## src/rtl/reg_hazard_ctrl_pkg.sv

```systemverilog
// Shared definitions for the pipeline hazard controller: register-address
// constants, forwarding-select encodings and the per-stage entry record.
package pipeline_defs;

    localparam int REG_ADDR_W = 5;
    localparam logic [REG_ADDR_W-1:0] REG_ZERO = 5'd0;

    typedef enum logic [1:0] {
        FWD_REG = 2'b00,
        FWD_MEM = 2'b01,
        FWD_WB  = 2'b10
    } fwdSelT;

    typedef struct packed {
        logic                  valid;
        logic                  wr;
        logic [REG_ADDR_W-1:0] dest;
        logic                  load;
    } stageEntryT;

    // A stage satisfies a source read only if it really writes that register;
    // $0 is never a dependency.
    function automatic logic destMatch(
        input stageEntryT            entry,
        input logic [REG_ADDR_W-1:0] src,
        input logic                  uses
    );
        return entry.valid & entry.wr & (entry.dest == src) & (src != REG_ZERO) & uses;
    endfunction

endpackage

```

## src/rtl/reg_hazard_ctrl_stage_reg.sv

```systemverilog
// One pipeline-stage entry register for hazard tracking; a bubble load
// clears the whole entry so stale fields never linger behind valid=0.
module hazard_stage_reg
    import pipeline_defs::*;
(
    input  logic       clk,
    input  logic       rst_n,
    input  logic       bubble,
    input  stageEntryT entryIn,
    output stageEntryT entryOut
);

    always_ff @(posedge clk or negedge rst_n) begin
        if (!rst_n) begin
            entryOut <= '0;
        end else if (bubble) begin
            entryOut <= '0;
        end else begin
            entryOut <= entryIn;
        end
    end

endmodule

```

## src/rtl/reg_hazard_ctrl.sv

```systemverilog
// Writeback-register selection, RAW hazard stall and EX forwarding selects
// for a 5-stage MIPS pipeline; tracks destinations through EX/MEM/WB.
module reg_hazard_ctrl
    import pipeline_defs::*;
#(
    parameter int unsigned FORWARDING  = 1,
    parameter int unsigned STALL_CNT_W = 16
) (
    input  logic                   clk,
    input  logic                   rst_n,
    input  logic                   id_valid,
    input  logic [REG_ADDR_W-1:0]  id_rs,
    input  logic [REG_ADDR_W-1:0]  id_rt,
    input  logic [REG_ADDR_W-1:0]  id_rd,
    input  logic                   id_reg_dst,
    input  logic                   id_reg_write,
    input  logic                   id_mem_to_reg,
    input  logic                   id_uses_rs,
    input  logic                   id_uses_rt,
    input  logic                   flush,
    output logic                   stall,
    output logic [1:0]             ex_fwd_a,
    output logic [1:0]             ex_fwd_b,
    output logic                   wb_we,
    output logic [REG_ADDR_W-1:0]  wb_addr,
    output logic [STALL_CNT_W-1:0] stall_cnt
);

    logic [REG_ADDR_W-1:0] idDest;
    stageEntryT            idEntry;
    stageEntryT            exEntry;
    stageEntryT            memEntry;
    stageEntryT            wbEntry;
    logic                  exBubble;
    logic                  stallInt;

    logic [REG_ADDR_W-1:0] exRs;
    logic [REG_ADDR_W-1:0] exRt;
    logic                  exUsesRs;
    logic                  exUsesRt;

    fwdSelT                fwdA;
    fwdSelT                fwdB;

    assign idDest = id_reg_dst ? id_rd : id_rt;

    always_comb begin
        idEntry       = '0;
        idEntry.valid = 1'b1;
        idEntry.wr    = id_reg_write & (idDest != REG_ZERO);
        idEntry.dest  = idDest;
        idEntry.load  = id_mem_to_reg;
    end

    // Stall is a function of the decode inputs and registered stage state only.
    always_comb begin
        stallInt = 1'b0;
        if (FORWARDING != 0) begin
            stallInt = id_valid & exEntry.load &
                       (destMatch(exEntry, id_rs, id_uses_rs) |
                        destMatch(exEntry, id_rt, id_uses_rt));
        end else begin
            stallInt = id_valid &
                       (destMatch(exEntry,  id_rs, id_uses_rs) |
                        destMatch(exEntry,  id_rt, id_uses_rt) |
                        destMatch(memEntry, id_rs, id_uses_rs) |
                        destMatch(memEntry, id_rt, id_uses_rt));
        end
    end

    assign exBubble = ~(id_valid & ~stallInt & ~flush);

    hazard_stage_reg uEx (
        .clk      (clk),
        .rst_n    (rst_n),
        .bubble   (exBubble),
        .entryIn  (idEntry),
        .entryOut (exEntry)
    );

    hazard_stage_reg uMem (
        .clk      (clk),
        .rst_n    (rst_n),
        .bubble   (1'b0),
        .entryIn  (exEntry),
        .entryOut (memEntry)
    );

    hazard_stage_reg uWb (
        .clk      (clk),
        .rst_n    (rst_n),
        .bubble   (1'b0),
        .entryIn  (memEntry),
        .entryOut (wbEntry)
    );

    always_ff @(posedge clk or negedge rst_n) begin
        if (!rst_n) begin
            exRs     <= '0;
            exRt     <= '0;
            exUsesRs <= 1'b0;
            exUsesRt <= 1'b0;
        end else if (exBubble) begin
            exRs     <= '0;
            exRt     <= '0;
            exUsesRs <= 1'b0;
            exUsesRt <= 1'b0;
        end else begin
            exRs     <= id_rs;
            exRt     <= id_rt;
            exUsesRs <= id_uses_rs;
            exUsesRt <= id_uses_rt;
        end
    end

    // MEM is the younger producer, so it takes priority over WB.
    always_comb begin
        fwdA = FWD_REG;
        fwdB = FWD_REG;
        if ((FORWARDING != 0) && exEntry.valid) begin
            if (destMatch(memEntry, exRs, exUsesRs)) begin
                fwdA = FWD_MEM;
            end else if (destMatch(wbEntry, exRs, exUsesRs)) begin
                fwdA = FWD_WB;
            end
            if (destMatch(memEntry, exRt, exUsesRt)) begin
                fwdB = FWD_MEM;
            end else if (destMatch(wbEntry, exRt, exUsesRt)) begin
                fwdB = FWD_WB;
            end
        end
    end

    always_ff @(posedge clk or negedge rst_n) begin
        if (!rst_n) begin
            stall_cnt <= '0;
        end else if (stallInt && (stall_cnt != {STALL_CNT_W{1'b1}})) begin
            stall_cnt <= stall_cnt + {{(STALL_CNT_W-1){1'b0}}, 1'b1};
        end
    end

    assign stall    = stallInt;
    assign ex_fwd_a = fwdA;
    assign ex_fwd_b = fwdB;
    assign wb_we    = wbEntry.valid & wbEntry.wr;
    assign wb_addr  = wbEntry.dest;

endmodule

```

## config.mk

```make
export PLATFORM = sky130hd
export DESIGN_NAME = reg_hazard_ctrl
export DESIGN_NICKNAME = d
export VERILOG_FILES = /design/src/rtl/reg_hazard_ctrl_pkg.sv /design/src/rtl/reg_hazard_ctrl_stage_reg.sv /design/src/rtl/reg_hazard_ctrl.sv
export SDC_FILE = /design/constraint.sdc
export NUM_CORES = 1
export LEC_CHECK = 0
export ABC_CLOCK_PERIOD_IN_PS = 2300
export CAP_MARGIN = 20
export CORE_MARGIN = 4
export CORE_UTILIZATION = 50
export CTS_CLUSTER_SIZE = 8
export DETAILED_ROUTE_END_ITERATION = 8
export HOLD_SLACK_MARGIN = 0.05
export PLACE_DENSITY = 0.79
export SETUP_SLACK_MARGIN = 0.15
export SKIP_LAST_GASP = 1
export SYNTH_ARGS = -nofsm -noshare
export SYNTH_HDL_FRONTEND = slang
export SYNTH_SLANG_ARGS = --single-unit
```

## constraint.sdc

```tcl
create_clock -name clk -period 2.3 [get_ports clk]
set_input_delay 0.46 -clock clk [delete_from_list [all_inputs] [get_ports clk]]
set_output_delay 0.46 -clock clk [all_outputs]
set_load 0.05 [all_outputs]
```

* Yosys cells after proc, flatten, opt, wreduce, memory -nomap -nowiden
Cells that the tools add are included.
Word-level totals: ROM bits 0, output and inout port bits 27, bits in registers 50, word-level logic and storage cells 70, memories kept 0, bits in latches 0, input bits 24, memory bits (writable) 0
Cells by class: reduce and logical (&&, ||, !) cells 6, mux-type cells 12, multipliers 0, equal/unequal tests 7, shift operators 0, bitwise logic cells 29, $add $sub $neg 1, div/mod/pow operators 0, $lt $le $gt $ge 0
Operator list (count):
- 5-bit equality test | 6
- 1-bit bitwise AND | 26
- 5-bit nonzero test | 5
- 16-bit by 1-bit adder with 16-bit output (second input constant) | 1
- 16-bit != test (second input constant) | 1
- 5-bit two-way mux | 3
- 2-bit two-way mux | 6
- 8-bit two-way mux | 1
- 1-bit two-way mux | 2
- 1-bit inverter | 2
- 1-bit logical AND | 1
- 1-bit bitwise OR | 1

* Depth between registers and ports, before layout
Gate-level depths: netlist of run 1.
depth in word-level cells 10, gate-level depth with buffers 7, mapped depth without buffers 7

* Cells and area by module
A second synthesis of run 1 with hierarchy kept.
Second synthesis, totals: cell total of the unflattened synthesis 224, area total of the unflattened synthesis 2492.4 um2
Modules (own cells, without submodules):
- reg_hazard_ctrl | seq. area each 700.7 um2, cells each 176, instances 1, area each 1741.7 um2
- hazard_stage_reg | seq. area each 200.2 um2, cells each 16, instances 3, area each 250.2 um2

* Least setup slack after synthesis of run 1
No wires, ideal clock.
kind register -> output, from register exRt[1], to output port ex_fwd_b[1], data arrival time 2.716 ns, slack -0.876 ns, data required time 1.840 ns, path buffers 0, cell stages (with the launch flop) 5, cell sequence dfrtp_1 or4_1 o21ai_0 nor4_1 nor4_1
On the way: cells in the longest elaborated chain, start to end 7, elaborated cells between the ends (all ways) 12, those cells by class eq/ne (2); mux (3); bitwise (6); reduce/logical (1)
RTL lines:
- from (decl) | RTL line reg_hazard_ctrl.sv:38 | logic [REG_ADDR_W-1:0] exRt;
- from (signal assigned) | RTL line reg_hazard_ctrl.sv:110 | exRt <= id_rt;
- 5-bit equality test | RTL line reg_hazard_ctrl_pkg.sv:28 | return entry.valid & entry.wr & (entry.dest == src) & (src != REG_ZERO) & uses;
- 1-bit bitwise AND (3 in series) | RTL line reg_hazard_ctrl_pkg.sv:28
- 2-bit two-way mux | RTL line reg_hazard_ctrl.sv:128 | end else if (destMatch(wbEntry, exRt, exUsesRt)) begin
- 2-bit two-way mux * | RTL line reg_hazard_ctrl.sv:126 | if (destMatch(memEntry, exRt, exUsesRt)) begin
- 2-bit two-way mux * | RTL line reg_hazard_ctrl.sv:120 | if ((FORWARDING != 0) && exEntry.valid) begin
- to (decl) | RTL line reg_hazard_ctrl.sv:23 | output logic [1:0] ex_fwd_b,
Every way passes the cells marked *; elsewhere a longest branch is shown, timed or not.

* Worst setup path in the final report of run 1
Ends and elaborated chain as after synthesis.

==> impl_metrics.env, run 1 <==
export IMPL_grt_pass1_vias=1872
export IMPL_fin_util_pct=79.19
export IMPL_fin_nets=316
export IMPL_wire_per_inst_um=17.51
export IMPL_p_per_area_mw_per_mm2=508.1
export IMPL_die_area_mm2=0.005880
export IMPL_p_comb_share_pct=13.3
export IMPL_clock_fmax_ghz=0.4188
export IMPL_setup_violations=5
export IMPL_internal_power_w=0.001345
export IMPL_grt_max_degree=51
export IMPL_clkPwrFrac_pct=35.0
export IMPL_fin_crit_sh_pct=103.8
export IMPL_synth_cell_types=35
export IMPL_initial_core_util_pct=52.71
export IMPL_violations="negative setup slack"
export IMPL_drive_above_1_share_pct=32.19
export IMPL_clkTransAtPathRegs_ns=0.09
export IMPL_syn_to_final_growth_pct=50.24
export IMPL_peakVddDrop_v=0.0005169
export IMPL_slew_viol_final=0
export IMPL_crit_end="ex_fwd_b[1]"
export IMPL_status="finished with violations"
export IMPL_dr_pass1_iters=4
export IMPL_avgSynthCellArea_um2=11.45
export IMPL_layout_common_cells="dfrtp_1 (49), clkdlybuf4s50_1 (32), xnor2_1 (27)"
export IMPL_syn_area_mm2=0.002359
export IMPL_portBuffers=50
export IMPL_cts_sinks=50
export IMPL_mostFrequentLayoutCell="dfrtp_1"
export IMPL_synthArstFlopShare_pct=100.0
export IMPL_startpoint="exRt[1]"
export IMPL_hold_ws_ns=0.2479
export IMPL_vias_per_cell=5.424
export IMPL_fin_ws_ns=-0.08796
export IMPL_r2r_worst_path_cells=9
export IMPL_worst_path_max_fanout=2
export IMPL_n_fill_cell=270
export IMPL_gp_congestion=0.8081
export IMPL_clockRootBuffer="clkbuf_8"
export IMPL_switching_share_pct=25.30
export IMPL_p_sw_w=0.0004555
export IMPL_synth_top_cells_by_area="dfrtp_1 (53%), xnor2_1 (10%), xor2_1 (5.2%)"
export IMPL_pre_cts_ws_ns=-0.4487
export IMPL_die_w_um=76.68
export IMPL_mappedNetlistNets=231
export IMPL_synth_edff_count=0
export IMPL_core_rowCount=24
export IMPL_end_kind="output port"
export IMPL_grt_overflow_total=0
export IMPL_core_area_mm2=0.004474
export IMPL_worstReg2RegStart="uEx.entryOut[2]"
export IMPL_hold_viol=0
export IMPL_r2r_slack_ns=0.19
export IMPL_period_minus_slack_ns=2.388
export IMPL_hp_class="in2async"
export IMPL_drt_iter0_drc=57
export IMPL_cts_hold_buffers=0
export IMPL_required_ns=1.84
export IMPL_die_y_um=76.68
export IMPL_htreeDepth=2
export IMPL_worstSkewPairLatency_ns=0.31
export IMPL_post_route_drc_count=0
export IMPL_grt_setup_unrepaired="true"
export IMPL_via_count=1866
export IMPL_synthFlopType="dfrtp_1"
export IMPL_grt_pass1_wl_um=9032
export IMPL_criticalPathCategory="reg2out"
export IMPL_cts_tree="done"
export IMPL_diodes=0
export IMPL_drtAntennaViolNets=0
export IMPL_yosysWarnings=0
export IMPL_hpwl_um=3834
export IMPL_track_usage_pct=19.45
export IMPL_p_leak_nw=1.546
export IMPL_synthCells=206
export IMPL_ios=51
export IMPL_cts_inserted_buffers=5
export IMPL_maxSlewHeadroom_pct=58.58
export IMPL_grt_antenna_before_repair=0
export IMPL_ys_seq_area_share_pct=53.05
export IMPL_worst_pin_slew_ns=0.6214
export IMPL_clockBufferDepth=2
export IMPL_maxCapViolations=0
export IMPL_arrival_ns=1.93
export IMPL_wirelength_um=6024
export IMPL_r2r_end="stall_cnt[14]"
export IMPL_clock_skew_ns=0.007574
export IMPL_pwr_share_seq_pct=51.6
export IMPL_synth_top_cell_area_share_pct=53.05
export IMPL_ys_seq_elements=50
export IMPL_cp_start_kind="flop"
export IMPL_post_synth_top_area_cell="dfrtp_1"
==> critical path, stage by stage, from the launching register on <==
cell and delay, ns:
dfrtp_1 0.41, or4_4 0.57, o21ai_4 0.20, nor4_4 0.08
nor4_4 0.19, buf_12 0.18
==> cell type report <==
type	instances	area, µm²	share of cell area (%)
sequential	50	1252	35.35
inverter	3	11.26	0.3178
tap	52	65.06	1.836
clock inverter	3	45.04	1.271
multi-input combinational	146	1267	35.77
clock buffer	5	68.82	1.942
timing repair buffer	85	833.3	23.52
==> worst min path at each step <==
stage / to / depth (start not counted)
global placement: uMem.entryOut[6] / 0
CTS: exRs[0] / 2
finish: uEx.entryOut[3] / 2
global route: uMem.entryOut[4] / 2
detailed placement: uMem.entryOut[6] / 0
floorplan: exRs[0] / 0
==> per-layer routing <==
metal / vias to the layer above / part of all wire, % / GRT usage (%)
li1: 886 / - / -
met1: 913 / 40 / 24.10
met2: 58 / 54 / 33.45
met3: 9 / 3.8 / 3.513
met4: 0 / 2.1 / 7.971
met5: - / 0 / 0
==> logic make-up (layout without fill, tap and decap cells) <==
| family | Yosys count | count (layout) | share of synthesized area [%] |
|---|---|---|---|
| buffers and inverters | 10 | 96 | 2.440 |
| muxes | 7 | 7 | 3.077 |
| xor gates and xnor gates | 42 | 42 | 15.60 |
| adders and majority gates | 1 | 1 | 0.5304 |
| DFF | 50 | 50 | 53.05 |
| and+or+nand+nor | 87 | 87 | 22.23 |
| AOI/OAI and AO/OA | 9 | 9 | 3.077 |
==> registers in the layout, summed over array words and instances, names as in the netlist <==
signal / count
exRs: 5
exRt: 5
exUsesRs: 1
exUsesRt: 1
stall_cnt: 16
uEx.entryOut: 8
uMem.entryOut: 7
uWb.entryOut: 7
==> cells in the mapped netlist, types with 2 or more instances <==
cell,count
dfrtp_1,50
xnor2_1,28
and2_1,18
xor2_1,14
nor4_1,11
nand2_1,10
nand3_1,8
nand4_1,8
nor2_1,8
nor3_1,6
buf_4,5
mux2i_1,5
or4_1,4
inv_1,3
a21oi_1,2
and3_1,2
mux2_2,2
nand2b_1,2
nor3_2,2
nor3b_1,2
o21ai_0,2
==> timing repair <==
item                       4_1_cts  5_1_grt
gates resized for setup         23       50
setup endpoints to repair       36       33
setup buffers                    9       10
pin swaps                        8       15
==> power groups by stage <==
| stage | sequential, W | clock, W | combinational, W |
|---|---|---|---|
| after floorplan | 0.000941 | 0 | 0.000103 |
| after global placement | 0.000946 | 0 | 0.000194 |
| after detailed placement | 0.000947 | 0 | 0.000197 |
| after CTS | 0.000929 | 0.000633 | 0.000212 |
| after global routing | 0.000933 | 0.000666 | 0.000257 |
| final | 0.000930 | 0.000631 | 0.000240 |
==> stage by stage <==
stage / cells / total power [W] / setup TNS [ns] / instance area [µm²]
final: 344 / 0.001800 / -0.2736 / 3543
after global routing: 344 / 0.001856 / -0.5495 / 3543
after CTS: 334 / 0.001774 / -0.2111 / 3324
after detailed placement: 317 / 0.001144 / -10.98 / 3085
after global placement: 317 / 0.001139 / -8.817 / 3085
after floorplan: 206 / 0.001044 / 0 / 2401
Power figures use the tool's default switching activity.
==> run 2: changes to the inputs <==
--- a/config.mk
+++ b/config.mk
@@ -13,7 +13,7 @@
 export DETAILED_ROUTE_END_ITERATION = 8
 export HOLD_SLACK_MARGIN = 0.05
 export PLACE_DENSITY = 0.79
-export SETUP_SLACK_MARGIN = 0.15
+export RECOVER_POWER = 25
 export SKIP_LAST_GASP = 1
 export SYNTH_ARGS = -nofsm -noshare
 export SYNTH_HDL_FRONTEND = slang
==> run 2 against run 1 <==
  * Worst setup slack worse by 0.054 ns
  * Count of clock-buffer cells in the layout unchanged
  * First-iteration DRC count up 77%
  * Hold slack better by 0.0080 ns
  * Sequential share of layout area up 1.2 points
  * Combinational power about the same
  * Highest routed layer unchanged
  * Critical path type unchanged
  * Flip-flop and latch count unchanged
  * Final area down 3.2%
  * Via count down 0.70%
  * The flow still finishes with violations (negative setup slack)
==> impl_metrics.env, run 2 (same netlist as run 1, synthesis figures left out) <==
export IMPL_grt_antenna_before_repair=0
export IMPL_grt_pass1_vias=1844
export IMPL_mostFrequentLayoutCell="dfrtp_1"
export IMPL_p_leak_nw=1.515
export IMPL_arrival_ns=1.98
export IMPL_clockBufferDepth=2
export IMPL_htreeDepth=2
export IMPL_hp_class="in2async"
export IMPL_clock_skew_ns=0.004683
export IMPL_initial_core_util_pct=52.71
export IMPL_maxCapViolations=0
export IMPL_post_route_drc_count=0
export IMPL_required_ns=1.84
export IMPL_period_minus_slack_ns=2.442
export IMPL_clkPwrFrac_pct=34.6
export IMPL_internal_power_w=0.001346
export IMPL_maxSlewHeadroom_pct=58.71
export IMPL_clock_fmax_ghz=0.4095
export IMPL_die_area_mm2=0.005880
export IMPL_cts_tree="done"
export IMPL_dr_pass1_iters=4
export IMPL_core_rowCount=24
export IMPL_die_w_um=76.68
export IMPL_hpwl_um=3879
export IMPL_wire_per_inst_um=17.38
export IMPL_total_power_w=0.001789
export IMPL_drt_iter0_drc=101
export IMPL_vias_per_cell=5.402
export IMPL_placed_cells=324
export IMPL_finalNonFillerCells=343
export IMPL_gp_congestion=0.8316
export IMPL_grt_overflow_total=0
export IMPL_p_per_area_mw_per_mm2=521.4
export IMPL_via_count=1853
export IMPL_slew_viol_final=0
export IMPL_criticalPathCategory="reg2out"
export IMPL_fin_util_pct=76.68
export IMPL_p_sw_w=0.0004429
export IMPL_worstSkewPairLatency_ns=0.30
export IMPL_fin_nets=315
export IMPL_clkTransAtPathRegs_ns=0.09
export IMPL_end_kind="output port"
export IMPL_die_y_um=76.68
export IMPL_pre_cts_ws_ns=-0.4336
export IMPL_largest_register_ffs=16
export IMPL_setup_violations=5
export IMPL_worst_pin_slew_ns=0.6193
export IMPL_peakVddDrop_v=0.0003352
export IMPL_cts_inserted_buffers=5
export IMPL_hold_viol=0
export IMPL_grt_pass1_wl_um=8763
export IMPL_layout_common_cells="dfrtp_1 (47), clkdlybuf4s50_1 (34), buf_4 (33)"
export IMPL_portBuffers=50
export IMPL_wirelength_um=5962
export IMPL_top_register="stall_cnt"
export IMPL_status="finished with violations"
export IMPL_ios=51
export IMPL_fin_ws_ns=-0.1423
export IMPL_reg_largest_list="stall_cnt: 16 flops, uEx.entryOut: 8 flops"
export IMPL_cp_start_kind="flop"
export IMPL_clockRootBuffer="clkbuf_8"
export IMPL_syn_to_final_growth_pct=45.46
export IMPL_cts_sinks=50
export IMPL_pwr_share_seq_pct=52.1
export IMPL_n_fill_cell=281
export IMPL_worst_path_max_fanout=2
export IMPL_drtAntennaViolNets=0
export IMPL_switching_share_pct=24.76
export IMPL_violations="negative setup slack"
export IMPL_core_area_mm2=0.004474
export IMPL_track_usage_pct=18.58
export IMPL_grt_max_degree=51
export IMPL_diodes=0
export IMPL_fin_crit_sh_pct=106.2
export IMPL_grt_setup_unrepaired="true"
export IMPL_p_comb_share_pct=13.3
export IMPL_drive_above_1_share_pct=27.49
## run 2: stage by stage
stage	hold WS [ns]	area, µm²	setup TNS, ns
detailed placement	0.3602	3105	-10.43
global route	0.3032	3431	-1.219
finish	0.2558	3431	-0.4372
global placement	0.3585	3105	-8.722
CTS	0.2675	3274	-0.4026
floorplan	0.1644	2394	-0.2075
## run 2: final cells by class
| class | instances | area, µm² | area share [%] |
|---|---|---|---|
| Clock inverter | 3 | 45.04 | 1.313 |
| Sequential cell | 50 | 1255 | 36.58 |
| Timing Repair Buffer | 84 | 784.5 | 22.87 |
| Tap cell | 52 | 65.06 | 1.896 |
| Multi-Input combinational cell | 146 | 1201 | 35.01 |
| Clock buffer | 5 | 68.82 | 2.006 |
| Inverter | 3 | 11.26 | 0.3282 |
## run 2: repair_timing
action | CTS | global route
hold endpoints to repair | 0 | 0
hold buffers | 0 | 0
buffers inserted | 3 | 10
gates resized for setup | 15 | 29
endpoints found under the setup margin | 23 | 23
pin swaps | 2 | 19
## run 2: worst max-delay path, cell delays in order (launching register included)
cell and delay (ns):
dfrtp_1 0.40, or4_4 0.56, o21ai_4 0.16, nor4_2 0.09
nor4_4 0.31, buf_12 0.18
## run 2: final timing paths
path / startpoint / slack (ns) / to / cells past startpoint
hold / removal: rst_n / 0.26 / exRs[3] / 2
setup reg to reg: uEx.entryOut[1] / 0.09 / stall_cnt[8] / 9
setup / recovery: exRt[1] / -0.14 / ex_fwd_b[1] / 5
hold reg to reg: uMem.entryOut[7] / 0.38 / uWb.entryOut[7] / 0
min in group clk: uMem.entryOut[7] / 0.38 / uWb.entryOut[7] / 0
max in group asynchronous: rst_n / 1.60 / uMem.entryOut[4] / 2
## run 2: per-layer routing
| layer | up-vias | wire, µm | share of wire (%) | global-route usage (%) |
|---|---|---|---|---|
| li1 | 887 | - | - | - |
| met1 | 902 | 2429 | 41 | 23.83 |
| met2 | 58 | 3221 | 54 | 31.88 |
| met3 | 6 | 234 | 3.9 | 3.513 |
| met4 | 0 | 77 | 1.3 | 5.435 |
| met5 | - | 0 | 0 | 0 |
## run 2: power by group through the flow
| stage | Combinational [W] | Sequential [W] | Clock, W |
|---|---|---|---|
| after CTS | 0.000210 | 0.000928 | 0.000629 |
| after global placement | 0.000200 | 0.000944 | 0 |
| after global routing | 0.000255 | 0.000936 | 0.000673 |
| after detailed placement | 0.000204 | 0.000945 | 0 |
| after floorplan | 0.000101 | 0.000940 | 0 |
| final | 0.000238 | 0.000932 | 0.000619 |
==> run 3: changes to the inputs <==
--- a/config.mk
+++ b/config.mk
@@ -11,7 +11,7 @@
 export CORE_UTILIZATION = 50
 export CTS_CLUSTER_SIZE = 8
 export DETAILED_ROUTE_END_ITERATION = 8
-export HOLD_SLACK_MARGIN = 0.05
+export HOLD_SLACK_MARGIN = 0.02
 export PLACE_DENSITY = 0.79
 export RECOVER_POWER = 25
 export SKIP_LAST_GASP = 1
==> results of run 3 <==
Same layout as run 2: the final DEF is identical, and so are final timing and power.
